==> src/rtl/vga_scene_sequencer.sv <==
// rtl/vga_scene_sequencer.sv - frame-synchronous scene, animation and fade sequencer
//
// Purpose: owns the scene index, animation counter and 4-level fade for the VGA
// pattern datapath. A scene change runs fade out, switch, fade in, one step per
// frame. It is triggered by a button edge or by the auto-advance timeout.
//
// Ports:
//   clk, rst_n     pixel clock, asynchronous active-low reset
//   frame_start    1-cycle strobe per frame; all sequencing happens on it
//   btn_next       pre-synchronised button level; rising edges are detected here
//   pause          freezes the animation counter and the auto-advance timer
//   auto_en        enables auto-advance every FRAMES_PER_SCENE frames
//   speed          animation step = 1 << speed
//   reverse        animation counter counts down
//   scene          current scene index
//   anim_cnt       animation counter
//   fade           attenuation, 0 = full brightness, 3 = black
//   busy           a scene transition is in progress
module vga_scene_sequencer #(
    parameter int NUM_SCENES       = 4,
    parameter int FRAMES_PER_SCENE = 240,
    parameter int CNT_W            = 10,
    localparam int SCENE_W         = $clog2(NUM_SCENES),
    localparam int TIMER_W         = $clog2(FRAMES_PER_SCENE)
) (
    input  logic               clk,
    input  logic               rst_n,
    input  logic               frame_start,
    input  logic               btn_next,
    input  logic               pause,
    input  logic               auto_en,
    input  logic [1:0]         speed,
    input  logic               reverse,
    output logic [SCENE_W-1:0] scene,
    output logic [CNT_W-1:0]   anim_cnt,
    output logic [1:0]         fade,
    output logic               busy
);

    typedef enum logic [1:0] {
        PLAY     = 2'd0,
        FADE_OUT = 2'd1,
        FADE_IN  = 2'd2
    } state_t;

    state_t             r_state;
    logic [SCENE_W-1:0] r_scene;
    logic [CNT_W-1:0]   r_anim_cnt;
    logic [1:0]         r_fade;
    logic [TIMER_W-1:0] r_timer;
    logic               r_next_req;
    logic               r_btn_d;

    state_t             w_state_nxt;
    logic [SCENE_W-1:0] w_scene_nxt;
    logic [CNT_W-1:0]   w_anim_nxt;
    logic [1:0]         w_fade_nxt;
    logic [TIMER_W-1:0] w_timer_nxt;
    logic               w_req_nxt;

    logic               w_btn_rise;
    logic               w_req_pend;
    logic               w_timeout;
    logic               w_run;
    logic [CNT_W-1:0]   w_step;

    assign w_btn_rise = btn_next & ~r_btn_d;
    // An edge is only accepted while playing; the same-cycle edge is folded in so a
    // press coinciding with frame_start starts the transition on that frame.
    assign w_req_pend = r_next_req | (w_btn_rise & (r_state == PLAY));
    assign w_run      = auto_en & ~pause;
    assign w_timeout  = w_run & (r_timer == TIMER_W'(FRAMES_PER_SCENE - 1));
    assign w_step     = CNT_W'(1) << speed;

    always_comb begin
        w_state_nxt = r_state;
        w_scene_nxt = r_scene;
        w_anim_nxt  = r_anim_cnt;
        w_fade_nxt  = r_fade;
        w_timer_nxt = r_timer;
        w_req_nxt   = w_req_pend;

        if (frame_start) begin
            if (!pause) begin
                w_anim_nxt = reverse ? (r_anim_cnt - w_step) : (r_anim_cnt + w_step);
            end

            case (r_state)
                PLAY: begin
                    if (w_req_pend || w_timeout) begin
                        w_state_nxt = FADE_OUT;
                        w_fade_nxt  = 2'd1;
                        w_req_nxt   = 1'b0;
                        w_timer_nxt = '0;
                    end else if (w_run) begin
                        w_timer_nxt = r_timer + TIMER_W'(1);
                    end
                end
                FADE_OUT: begin
                    if (r_fade == 2'd3) begin
                        // Screen is black: switch scene and restart the animation.
                        w_scene_nxt = (r_scene == SCENE_W'(NUM_SCENES - 1)) ?
                                      '0 : (r_scene + SCENE_W'(1));
                        w_anim_nxt  = '0;
                        w_state_nxt = FADE_IN;
                    end else begin
                        w_fade_nxt = r_fade + 2'd1;
                    end
                end
                FADE_IN: begin
                    w_fade_nxt = r_fade - 2'd1;
                    if (r_fade == 2'd1) begin
                        w_state_nxt = PLAY;
                    end
                end
                default: begin
                    w_state_nxt = PLAY;
                    w_fade_nxt  = 2'd0;
                end
            endcase
        end
    end

    always_ff @(posedge clk or negedge rst_n) begin
        if (!rst_n) begin
            r_state    <= PLAY;
            r_scene    <= '0;
            r_anim_cnt <= '0;
            r_fade     <= 2'd0;
            r_timer    <= '0;
            r_next_req <= 1'b0;
            r_btn_d    <= 1'b0;
        end else begin
            r_state    <= w_state_nxt;
            r_scene    <= w_scene_nxt;
            r_anim_cnt <= w_anim_nxt;
            r_fade     <= w_fade_nxt;
            r_timer    <= w_timer_nxt;
            r_next_req <= w_req_nxt;
            r_btn_d    <= btn_next;
        end
    end

    assign scene    = r_scene;
    assign anim_cnt = r_anim_cnt;
    assign fade     = r_fade;
    assign busy     = (r_state != PLAY);

endmodule

==> config.mk <==
export PLATFORM = sky130hd
export DESIGN_NAME = vga_scene_sequencer
export DESIGN_NICKNAME = d
export VERILOG_FILES = /design/src/rtl/vga_scene_sequencer.sv
export SDC_FILE = /design/constraint.sdc
export NUM_CORES = 1
export LEC_CHECK = 0
export ABC_AREA = 1
export BUFFER_PORTS_ARGS = -buffer_cell sky130_fd_sc_hd__buf_2
export CORE_MARGIN = 5
export CORE_UTILIZATION = 40
export DETAILED_ROUTE_END_ITERATION = 6
export PLACE_DENSITY = 0.65
export SLEW_MARGIN = 10
export SYNTH_ARGS = -nofsm -noshare
export SYNTH_HDL_FRONTEND = slang
export SYNTH_SLANG_ARGS = --single-unit
==> constraint.sdc <==
create_clock -name clk -period 3.3 [get_ports clk]
set_input_delay 0.495 -clock clk [delete_from_list [all_inputs] [get_ports clk]]
set_output_delay 0.495 -clock clk [all_outputs]
set_load 0.01 [all_outputs]
### Word level (Yosys, flattened, before mapping)

Index checks and enable logic that the tools add are counted.

* latch bits: 0
* RAM bits: 0
* flip-flop bits (word level): 26
* ROM bits: 0
* logic and storage cells: 55
* memories kept: 0

* multiplexer cells: 16
* shifts and indexed selects: 1
* add/sub/neg operators: 6
* div/mod/pow operators: 0
* equal/unequal tests: 10
* bitwise gates (word level): 7
* multipliers: 0
* order comparisons: 0
* reductions and logical operators: 8

Operator list (count)
* $mux 10: 4
* $mux 8: 2
* $pmux 2 s3: 2
* $add 10x10->10: 1
* $mux 2: 5
* $shl 1x2->10 const A: 1
* $sub 10x10->10: 1
* $reduce_and 3->1: 3
* $add 8x1->8 const B: 1
* $eq 8x8->1 const B: 1
* $eq 2x2->1 const B: 3
* $ne 2x2->1 const B: 3
* $add 2x1->2 const B: 2
* $and 1x1->1: 4
* $eq 2x1->1 const B: 2
* $reduce_and 4->1: 1
* $reduce_bool 2->1: 2
* $mux 1: 3
* $logic_not 2->1: 1
* $ne 2x1->1 const B: 1
* $not 1->1: 2
* $sub 2x1->2 const B: 1
* $logic_or 1x1->1: 1
* $or 1x1->1: 1

### Logic depth before layout (Yosys ltp)

Gate-level depths: netlist of the first run.

* depth in word-level cells: 8
* depth in mapped cells: 15
* depth with buffers taken out: 15

### Worst setup path after synthesis of the first run

OpenSTA, ideal clock, no wires.

* path type: input to register
* start: in reverse
* end: reg r_anim_cnt[5], in the netlist anim_cnt[5]
* required time: 3.184 ns
* arrival time: 1.616 ns
* path buffers: 0
* stages on the path: 15
* setup time: 0.116 ns
* slack: 1.567 ns
* cells stage by stage: inv_1 nor2_1 nor2_1 inv_1 ha_1 nand2_1 inv_1 nand2_1 nand2_1 nand2_1 nand2_1 nand2_1 nand3_1 nand2_1 nand2_1

* longest elaborated chain between the ends: 4

Ends and longest elaborated chain
* from (decl): line 33 `input logic reverse,`
* $mux 10 (*): line 85 `w_anim_nxt = reverse ? (r_anim_cnt - w_step) : (r_anim_cnt + w_step);`
* $mux 10 (*): line 84 `if (!pause) begin`
* $mux 10: line 100 `if (r_fade == 2'd3) begin`
* $mux 10 (*): line 88 `case (r_state)`
* to (signal assigned): line 136 `r_anim_cnt <= w_anim_nxt;`
* to (decl): line 48 `logic [CNT_W-1:0] r_anim_cnt;`

Mark *: on every way between the ends. The rest lies on a longest branch, timed or not.
A chain may end at the register's enable or synchronous reset.

### Worst setup path in the final report of the first run

Ends and elaborated chain as after synthesis.

==> impl_metrics.py, run 1 <==
metrics = {
    "run_status": {
        "status": "completed",
    },
    "finish": {
        "design_area_um2": 2090,
        "area_delta_synth_final_pct": 11.5,
        "finalNonFillerCells": 338,
        "diodes": 0,
        "fill_cells": 482,
        "drive_above_1_share_pct": 16.5,
        "final_core_util_pct": 45.2,
        "fin_nets": 307,
    },
    "cts": {
        "cts_max_path_buffers": 2,
        "cts-root-buf": "clkbuf_8",
        "cts_hold_buf": 0,
        "cts_tree": "done",
        "numClockSinks": 26,
        "cts_buffers": 3,
        "post_cts_resized": 0,
        "cts_max_level": 1,
        "cts_setup_buffers": 0,
        "clk_pin_slew_worst_paths_ns": 0.10,
        "clock_latency_ns": 0.28,
    },
    "drt": {
        "routed_wl_um": 3870,
        "routedWlPerCell_um": 11.4,
        "drt_iter0_drc": 111,
        "drtPass1Iterations": 4,
        "vias": 1649,
        "antenna_left": 0,
        "drc": 0,
        "via_per_inst": 4.88,
    },
    "placed_design": {
        "dp_hpwl_um": 3000,
        "gp_congestion": 0.851,
        "dpl_cell_area_um2": 2020,
        "place.port_buffers": 23,
        "dp_cells": 334,
    },
    "sta": {
        "timing.fmax_mhz": 560,
        "fin_skew_ns": 0.0121,
        "period_minus_slack_ns": 1.78,
        "fin_crit_sh_pct": 54.1,
        "setup_tns_ns": 0,
        "rsz0062_at_grt": "no",
        "worst_pin_slew_ns": 0.597,
        "finalSetupViolCount": 0,
        "relSlewSlack_pct": 60.2,
        "hold_ws_ns": 0.205,
        "finalHoldViolCount": 0,
        "finalMaxSlewViolations": 0,
    },
    "critical_path": {
        "end_kind": "flop",
        "cp_max_fo": 7,
        "critical_path.top_delay_family": "simple AND/OR/NAND/NOR gates",
        "critPathMostFrequentCell": "nand2_1",
        "path_class": "in -> reg",
        "critical_path.slowest_cell": "ha_1",
        "cp_data_required_time_ns": 3.48,
        "slowest_delay_ns": 0.27,
        "cp.arrival_ns": 1.97,
        "startpoint_type": "primary input",
        "worst-path-buf-inv": 4,
        "cp_cell_sequence": "buf_2, inv_1, nor2_1, nor2_1, inv_1, ha_1, nand2_1, inv_1, nand2_1, nand2_1, nand2_1, nand2_1, nand2_1, nand3_1, nand2_1, nand2_1",
    },
    "floorplanning": {
        "die_w_um": 78.5,
        "placementRows": 25,
        "core-area_um2": 4630,
        "initial_core_util_pct": 40.5,
        "io_pins": 24,
        "die-area_um2": 6160,
        "die_y_um": 78.5,
    },
    "synthesis": {
        "yosysWarnings": 0,
        "synth.yosys.seq_area_share_pct": 34.7,
        "syn_area_um2": 1880,
        "synth_nets": 285,
        "synth_common_cells": "69 x nand2_1, 34 x inv_1, 27 x nor2_1, 26 x dfrtp_1, 19 x nand3_1",
        "synthTopCellsByArea": "dfrtp_1 35%, nand2_1 14%, ha_1 8.0%",
        "yosys_register_bits": 26,
        "synthMostInstantiatedCell": "nand2_1",
        "ys_types": 29,
        "synth_top_area_share_pct": 34.7,
        "ys.flop_type": "dfrtp_1",
        "post-synth-top-area-cell": "dfrtp_1",
        "synth_edf_count": 0,
        "async_reset_ff_share_pct": 100,
        "syn_inst": 263,
        "syn_area_per_cell_um2": 7.13,
    },
    "global_routing": {
        "overflow": 0,
        "grt.total_usage_pct": 13.8,
        "grt_max_degree": 27,
        "antenna_found_initial": 0,
        "grt_pass1_vias": 1547,
        "grt_pass1_wl_um": 6930,
    },
    "flow_run": {
        "drv_cap": 0,
    },
    "pwr": {
        "p_leak_nw": 1.14,
        "peakVddDrop_uv": 354,
        "power_per_cell_area_nw_per_um2": 824,
    },
    "worst_hold_path": {
        "worstHoldPathType": "in -> async",
    },
}
[flip-flops by register name, summed over array words and instances (netlist names)]
name,count
anim_cnt,10
fade,2
r_btn_d,1
r_next_req,1
r_state,2
r_timer,8
scene,2
[report_power, final]
| group | leakage, nW | switching (mW) | total [mW] | internal [mW] |
|---|---|---|---|---|
| registers | 0.327 | 0.128 | 0.568 | 0.440 |
| clock network | 0.0357 | 0.106 | 0.268 | 0.162 |
| logic | 0.777 | 0.532 | 0.888 | 0.356 |
| total | 1.14 | 0.765 | 1.72 | 0.959 |
[worst reg2reg max path: cells and delay by family, from the launching register on]
| family | cells | cell delay, ns |
|---|---|---|
| buffers and inverters | 3 | 0.22 |
| adders and majority gates | 1 | 0.39 |
| DFF | 1 | 0.37 |
| and+or+nand+nor | 8 | 0.65 |
[cells in the final DEF (no fill, tap or decap), types with 2 or more instances in the layout]
cell and n:
buf_2 23, nand2_1 69, ha_1 12, o22ai_1 2
nand2_2 5, o21a_1 2, nand3b_1 3, nor2_2 4
o21ai_1 7, a21oi_1 11, dfrtp_1 26, or2_2 2
clkbuf_8 3, nor3_1 3, inv_2 6, nand4_1 5
o21ai_0 5, inv_1 34, nor2_1 27, nand3_1 19
xor2_1 7
[metal layers]
layer	wire, um	GRT usage [%]	up-vias
met5	0	0	-
met4	51	4.20	0
met3	162	2.18	5
met2	1750	22.5	24
met1	1900	18.6	743
li1	-	-	877
[cell families after synthesis]
group	Yosys count	share of synthesized area [%]
compound gates	30	9.61
xor+xnor	8	3.74
fa+ha+maj	13	9.07
buf+inv	46	10.0
flops	26	34.7
simple gates	140	32.9
[worst paths after layout]
check                            start     endpoint  slack, ns  cells after the start
min reg2reg                   scene[1]     scene[1]       0.51                      2
min in group clk              btn_next      r_btn_d       0.36                      1
max                            reverse  anim_cnt[5]       1.52                     16
max in group asynchronous        rst_n  anim_cnt[2]       2.69                      1
max reg2reg                anim_cnt[0]  anim_cnt[8]       1.58                     12
min                              rst_n  anim_cnt[6]       0.21                      1
[metrics by stage]
stage / total power [mW] / setup slack, ns
finish: 1.72 / 1.52
global route: 1.92 / 1.33
CTS: 1.74 / 1.52
global placement: 1.45 / 1.26
detailed placement: 1.47 / 1.21
floorplan: 1.24 / 1.57
[cell type report]
class / instances / area, um^2 / area share (%)
Clock inverter: 1 / 30.0 / 1.44
Tap cell: 54 / 67.6 / 3.23
Timing Repair Buffer: 23 / 115 / 5.50
Multi-Input combinational cell: 191 / 1040 / 49.6
Clock buffer: 3 / 41.3 / 1.97
Inverter: 40 / 150 / 7.18
Sequential cell: 26 / 651 / 31.1
(Power assumes the default switching activity.)
==> run 2, diff against run 1 <==
Settings changed: ABC_AREA 1 to 0.
Clock period 3.3 ns to 1.8 ns, I/O delays scaled along.
==> run 2 against run 1 <==
Effect of this change:
- the flow now finishes with violations (hold timing, setup timing)
- routed wire length is 8.8% higher
- sequential share of layout area is 4.4 points lower
- sequential cell count stayed put
- via count is 2.3% lower
- worst hold slack worse by 0.22 ns
- critical endpoint is now anim_cnt[7]
- highest routed layer unchanged
==> impl_metrics.py, run 2 <==
metrics = {
    "run_status": {
        "status": "finished, violations left",
        "violations": "hold timing, setup timing",
    },
    "floorplanning": {
        "placementRows": 24,
        "core-area_um2": 4290,
        "io_pins": 24,
        "die_y_um": 76.0,
        "initial_core_util_pct": 40.6,
        "die_w_um": 76.0,
        "die-area_um2": 5780,
    },
    "cts": {
        "cts_max_path_buffers": 2,
        "numClockSinks": 26,
        "cts_max_level": 1,
        "clk_pin_slew_worst_paths_ns": 0.10,
        "cts-root-buf": "clkbuf_8",
        "clock_latency_ns": 0.28,
        "cts_tree": "done",
        "cts_buffers": 3,
    },
    "synthesis": {
        "synthTopCellsByArea": "dfrtp_1 37%, ha_1 8.6%, nand2_1 4.1%",
        "ys.flop_type": "dfrtp_1",
        "syn_area_um2": 1740,
        "yosysWarnings": 0,
        "yosys_register_bits": 26,
        "synthMostInstantiatedCell": "dfrtp_1",
        "synth_top_area_share_pct": 37.3,
        "synth_common_cells": "26 x dfrtp_1, 19 x nand2_1, 18 x nor2_1, 12 x a21oi_1, 12 x ha_1",
        "async_reset_ff_share_pct": 100,
        "ys_types": 46,
        "syn_area_per_cell_um2": 8.98,
        "synth_edf_count": 0,
        "synth.yosys.seq_area_share_pct": 37.3,
        "synth_nets": 216,
        "syn_inst": 194,
        "post-synth-top-area-cell": "dfrtp_1",
    },
    "sta": {
        "finalMaxSlewViolations": 0,
        "fin_crit_sh_pct": 128,
        "finalSetupViolCount": 7,
        "setup_tns_ns": -2.19,
        "worst_pin_slew_ns": 0.652,
        "timing.fmax_mhz": 435,
        "rsz0062_at_grt": "yes",
        "worst_slack_ns": -0.498,
        "hold_ws_ns": -0.0174,
        "relSlewSlack_pct": 56.1,
        "fin_skew_ns": 0.00826,
        "period_minus_slack_ns": 2.30,
        "finalHoldViolCount": 26,
    },
    "drt": {
        "routed_wl_um": 4210,
        "routedWlPerCell_um": 13.4,
        "vias": 1611,
        "drtPass1Iterations": 4,
        "drc": 0,
        "drt_iter0_drc": 48,
        "via_per_inst": 5.15,
        "antenna_left": 0,
    },
    "finish": {
        "largest_register_ffs": 10,
        "layout_commonest_cell": "buf_4",
        "finalNonFillerCells": 313,
        "drive_above_1_share_pct": 37.2,
        "final_core_util_pct": 56.8,
        "area_delta_synth_final_pct": 40.1,
        "multiInputGateArea_um2": 1130,
        "fin_nets": 284,
        "diodes": 0,
        "design_area_um2": 2440,
        "final_cell_mix": "44 x buf_4, 26 x dfrtp_1, 23 x buf_2",
        "regArea_um2": 651,
        "fill_cells": 394,
    },
    "global_routing": {
        "antenna_found_initial": 0,
        "grt_pass1_vias": 1659,
        "overflow": 0,
        "grt_pass1_wl_um": 7410,
        "grt.total_usage_pct": 15.0,
        "grt_max_degree": 27,
    },
    "critical_path": {
        "critical_path.top_delay_family": "simple AND/OR/NAND/NOR gates",
        "cp.arrival_ns": 2.48,
        "critical_path.slowest_cell": "or4_4",
        "cp_cell_sequence": "ha_2, or4_4, buf_4, buf_6, a21o_4, a21o_1, a31oi_4, or4b_4, nand3_2",
        "startpoint": "anim_cnt[1]",
        "r2r_start": "anim_cnt[1]",
        "path_class": "reg -> reg",
        "startpoint_type": "flop",
        "rr_endpoint": "anim_cnt[7]",
        "crit_end": "anim_cnt[7]",
        "cp_data_required_time_ns": 1.98,
        "cp_max_fo": 2,
        "r2r_slack_ns": -0.50,
        "end_kind": "flop",
        "worst-path-buf-inv": 2,
        "path_depth": 9,
        "slowest_delay_ns": 0.50,
        "reg2reg_depth": 9,
    },
    "placed_design": {
        "place_ws_ns": -0.636,
        "place.port_buffers": 23,
        "gp_congestion": 0.873,
        "dp_hpwl_um": 3090,
        "dp_cells": 304,
        "dpl_cell_area_um2": 2260,
    },
    "pwr": {
        "p_clk_share_pct": 13.5,
        "power_mw": 3.78,
        "power_per_cell_area_nw_per_um2": 1550,
        "p_int_mw": 2.30,
        "p_comb_share_pct": 60.5,
        "p_sw_share_pct": 39.1,
        "peakVddDrop_uv": 512,
        "pwr-share-seq_pct": 25.9,
        "p_leak_nw": 1.19,
        "power.switching_mw": 1.48,
    },
    "worst_hold_path": {
        "worstHoldPathType": "in -> async",
    },
    "flow_run": {
        "drv_cap": 0,
    },
}
-- run 2: cell types whose count changed after synthesis, sizes merged, moves of 3 or more --
| cell | before | now |
|---|---|---|
| a21o | 0 | 7 |
| nand3 | 19 | 11 |
| nand3b | 3 | 0 |
| mux2i | 0 | 3 |
| nand2 | 74 | 19 |
| nand4 | 5 | 1 |
| inv | 40 | 11 |
| clkbuf | 4 | 7 |
| nor2b | 0 | 4 |
| or3 | 0 | 3 |
| nor2 | 32 | 18 |
-- run 2: how the worst min path moves through the flow --
| stage | from | cells past startpoint | slack, ns | end |
|---|---|---|---|---|
| 2_1_floorplan | rst_n | 0 | -0.03 | anim_cnt[0] |
| 3_3_place_gp | rst_n | 1 | 0.32 | fade[1] |
| 4_1_cts | rst_n | 1 | 0.01 | fade[1] |
| 6_report | rst_n | 1 | -0.02 | anim_cnt[2] |
| 3_5_place_dp | rst_n | 1 | 0.32 | fade[1] |
| 5_1_grt | rst_n | 1 | 0.05 | fade[1] |
-- run 2: power groups by stage --
stage / logic, mW / clock network [mW] / registers (mW)
after floorplan: 1.16 / 0 / 1.04
after global placement: 2.05 / 0 / 0.989
after detailed placement: 2.08 / 0 / 0.994
after CTS: 2.18 / 0.525 / 0.978
after global routing: 2.56 / 0.545 / 1.01
final: 2.29 / 0.511 / 0.979
-- run 2: layout make-up --
type	count	area share (%)
repair buffers	70	19.6
clock buffers	3	1.69
clock inverters	1	1.23
multi-input cells	150	46.3
flip-flops and latches	26	26.7
inverters	11	1.79
well taps	52	2.67
-- run 2: logic make-up after synthesis --
family | count (synthesis) | synth area share [%]
compound gates | 49 | 20.2
xor+xnor | 10 | 5.03
fa+ha+maj | 13 | 9.76
buf+inv | 18 | 3.88
flops | 26 | 37.3
mux | 4 | 2.37
simple gates | 74 | 21.5
-- run 2: metal layers --
layer	vias up	track usage, %	share of wire (%)
met5	-	0	0
met4	0	4.27	1.3
li1	829	-	-
met3	4	1.65	2.0
met2	20	24.9	48
met1	758	20.6	49
-- run 2: worst register-to-register path: stages, from the launching register on --
cell and delay [ns]:
dfrtp_1 0.42, ha_2 0.20, or4_4 0.50, buf_4 0.15, buf_6 0.10, a21o_4 0.19, a21o_1 0.20, a31oi_4 0.22
or4b_4 0.16, nand3_2 0.06
-- run 2: timing repair --
item,in CTS,in global routing
hold buffers,0,0
setup buffers,2,3
pin swaps,3,10
setup endpoints to repair,7,7
resized for setup,6,10
==> run 3, diff against run 2 <==
Settings changed: ABC_AREA 0 to unset.
Clock period 1.8 ns to 2.29 ns, I/O delays scaled along.
==> run 3 against run 2 <==
Effect of this change:
- the run now ends clean
- via count down 3.8%
- die area is the same
- clock power shrank 25%
- global-route usage is 1.1 points lower
- critical path type unchanged
- largest cell class unchanged
==> impl_metrics.py, run 3 (synthesis results as in run 2) <==
metrics = {
    "run_status": {
        "status": "completed",
    },
    "drt": {
        "drc": 0,
        "routed_wl_um": 3940,
        "via_per_inst": 5.42,
        "drt_iter0_drc": 93,
        "vias": 1549,
        "routedWlPerCell_um": 13.8,
        "antenna_left": 0,
        "drtPass1Iterations": 5,
    },
    "pwr": {
        "power.switching_mw": 1.03,
        "peakVddDrop_uv": 487,
        "power_mw": 2.59,
        "p_int_mw": 1.56,
        "p_leak_nw": 1.04,
        "power_per_cell_area_nw_per_um2": 1220,
        "p_clk_share_pct": 14.8,
        "p_sw_share_pct": 39.9,
        "pwr-share-seq_pct": 30.8,
        "p_comb_share_pct": 54.3,
    },
    "global_routing": {
        "overflow": 0,
        "grt_pass1_wl_um": 6800,
        "grt_max_degree": 27,
        "grt_pass1_vias": 1503,
        "grt.total_usage_pct": 13.9,
        "antenna_found_initial": 0,
    },
    "sta": {
        "worst_slack_ns": 0.0416,
        "period_minus_slack_ns": 2.25,
        "fin_crit_sh_pct": 98.2,
        "fin_skew_ns": 0.00621,
        "relSlewSlack_pct": 53.8,
        "worst_pin_slew_ns": 0.686,
        "rsz0062_at_grt": "yes",
        "setup_tns_ns": 0,
        "finalHoldViolCount": 0,
        "timing.fmax_mhz": 445,
        "finalSetupViolCount": 0,
        "finalMaxSlewViolations": 0,
    },
    "cts": {
        "clk_pin_slew_worst_paths_ns": 0.10,
        "cts_setup_buffers": 0,
        "cts_tree": "done",
        "clock_latency_ns": 0.27,
        "cts-root-buf": "clkbuf_8",
        "cts_max_level": 1,
        "cts_buffers": 3,
        "cts_max_path_buffers": 2,
        "numClockSinks": 26,
    },
    "placed_design": {
        "gp_congestion": 0.811,
        "place_ws_ns": -0.240,
        "place.port_buffers": 23,
        "dp_hpwl_um": 2950,
    },
    "floorplanning": {
        "core-area_um2": 4290,
        "placementRows": 24,
        "initial_core_util_pct": 40.6,
        "die_w_um": 76.0,
        "die-area_um2": 5780,
        "io_pins": 24,
        "die_y_um": 76.0,
    },
    "finish": {
        "drive_above_1_share_pct": 24.4,
        "multiInputGateArea_um2": 1040,
        "final_cell_mix": "26 x dfrtp_1, 23 x buf_2, 20 x buf_4",
        "diodes": 0,
        "area_delta_synth_final_pct": 22.2,
        "largest_register_ffs": 10,
        "fill_cells": 415,
        "fin_nets": 257,
        "layout_commonest_cell": "dfrtp_1",
        "regArea_um2": 651,
    },
    "critical_path": {
        "reg2reg_depth": 7,
        "cp_data_required_time_ns": 2.45,
        "startpoint_type": "flop",
        "r2r_start": "anim_cnt[1]",
        "path_class": "reg -> reg",
        "cp_max_fo": 2,
        "r2r_slack_ns": 0.04,
        "cp.arrival_ns": 2.41,
        "end_kind": "flop",
        "rr_endpoint": "anim_cnt[9]",
    },
    "worst_hold_path": {
        "worstHoldPathType": "in -> async",
    },
    "flow_run": {
        "drv_cap": 0,
    },
}
## run 3: cell count changes in the layout (fill, tap and decap cells not counted), sizes merged
cell | before | now
buf | 70 | 43
## run 3: worst max-delay path, cell delays in order, from the launching register on
cell	delay, ns
dfrtp_1	0.40
ha_2	0.20
or4_4	0.50
a2111oi_4	0.32
nor3_1	0.09
or3b_1	0.38
nand2_1	0.06
a21bo_1	0.19
## run 3: worst max path at each step
stage | endpoint | depth (start not counted) | slack, ns | startpoint
after detailed placement | anim_cnt[9] | 10 | -0.24 | reverse
after CTS | anim_cnt[9] | 7 | 0.03 | anim_cnt[1]
after floorplan | anim_cnt[9] | 10 | -0.06 | speed[0]
after global placement | anim_cnt[9] | 11 | -0.19 | speed[0]
final | anim_cnt[9] | 7 | 0.04 | anim_cnt[1]
after global routing | anim_cnt[9] | 7 | -0.09 | anim_cnt[1]
## run 3: layout make-up
| cell class | count | share of cell area [%] |
|---|---|---|
| Tap cell | 52 | 3.06 |
| Clock buffer | 3 | 1.94 |
| Inverter | 11 | 1.94 |
| Timing Repair Buffer | 43 | 12.5 |
| Multi-Input combinational cell | 150 | 48.6 |
| Clock inverter | 1 | 1.41 |
| Sequential cell | 26 | 30.6 |
## run 3: metrics by stage
step | instances | instance area, um^2 | util [%] | hold WS (ns)
after floorplan | 194 | 1750 | - | 0.0479
after global placement | 282 | 2050 | 47.8 | 0.387
after detailed placement | 282 | 2050 | 47.8 | 0.386
after CTS | 286 | 2120 | 49.5 | 0.0809
after global routing | 286 | 2130 | 49.6 | 0.106
final | 286 | 2130 | 49.6 | 0.0647
## run 3: what timing repair did
item | CTS | global route
gates resized for setup | 1 | 2
hold buffers | 0 | 0
endpoints found under the setup margin | 1 | 2
## run 3: power groups by stage
stage | sequential [mW] | combinational (mW) | clock, mW
final | 0.799 | 1.41 | 0.384
after CTS | 0.795 | 1.42 | 0.395
after global routing | 0.828 | 1.60 | 0.411
after global placement | 0.799 | 1.37 | 0
after floorplan | 0.813 | 0.863 | 0
after detailed placement | 0.798 | 1.41 | 0
## run 3: layer usage
layer  up-vias  part of all wire [%]  track usage [%]  routed length (um)
met5         -                     0                0                   0
met4         0                   1.1             5.34                  42
met3         4                   3.0             2.01                 117
met2        32                    49             22.5                1950
met1       740                    47             18.6                1830
li1        773                     -                -                   -
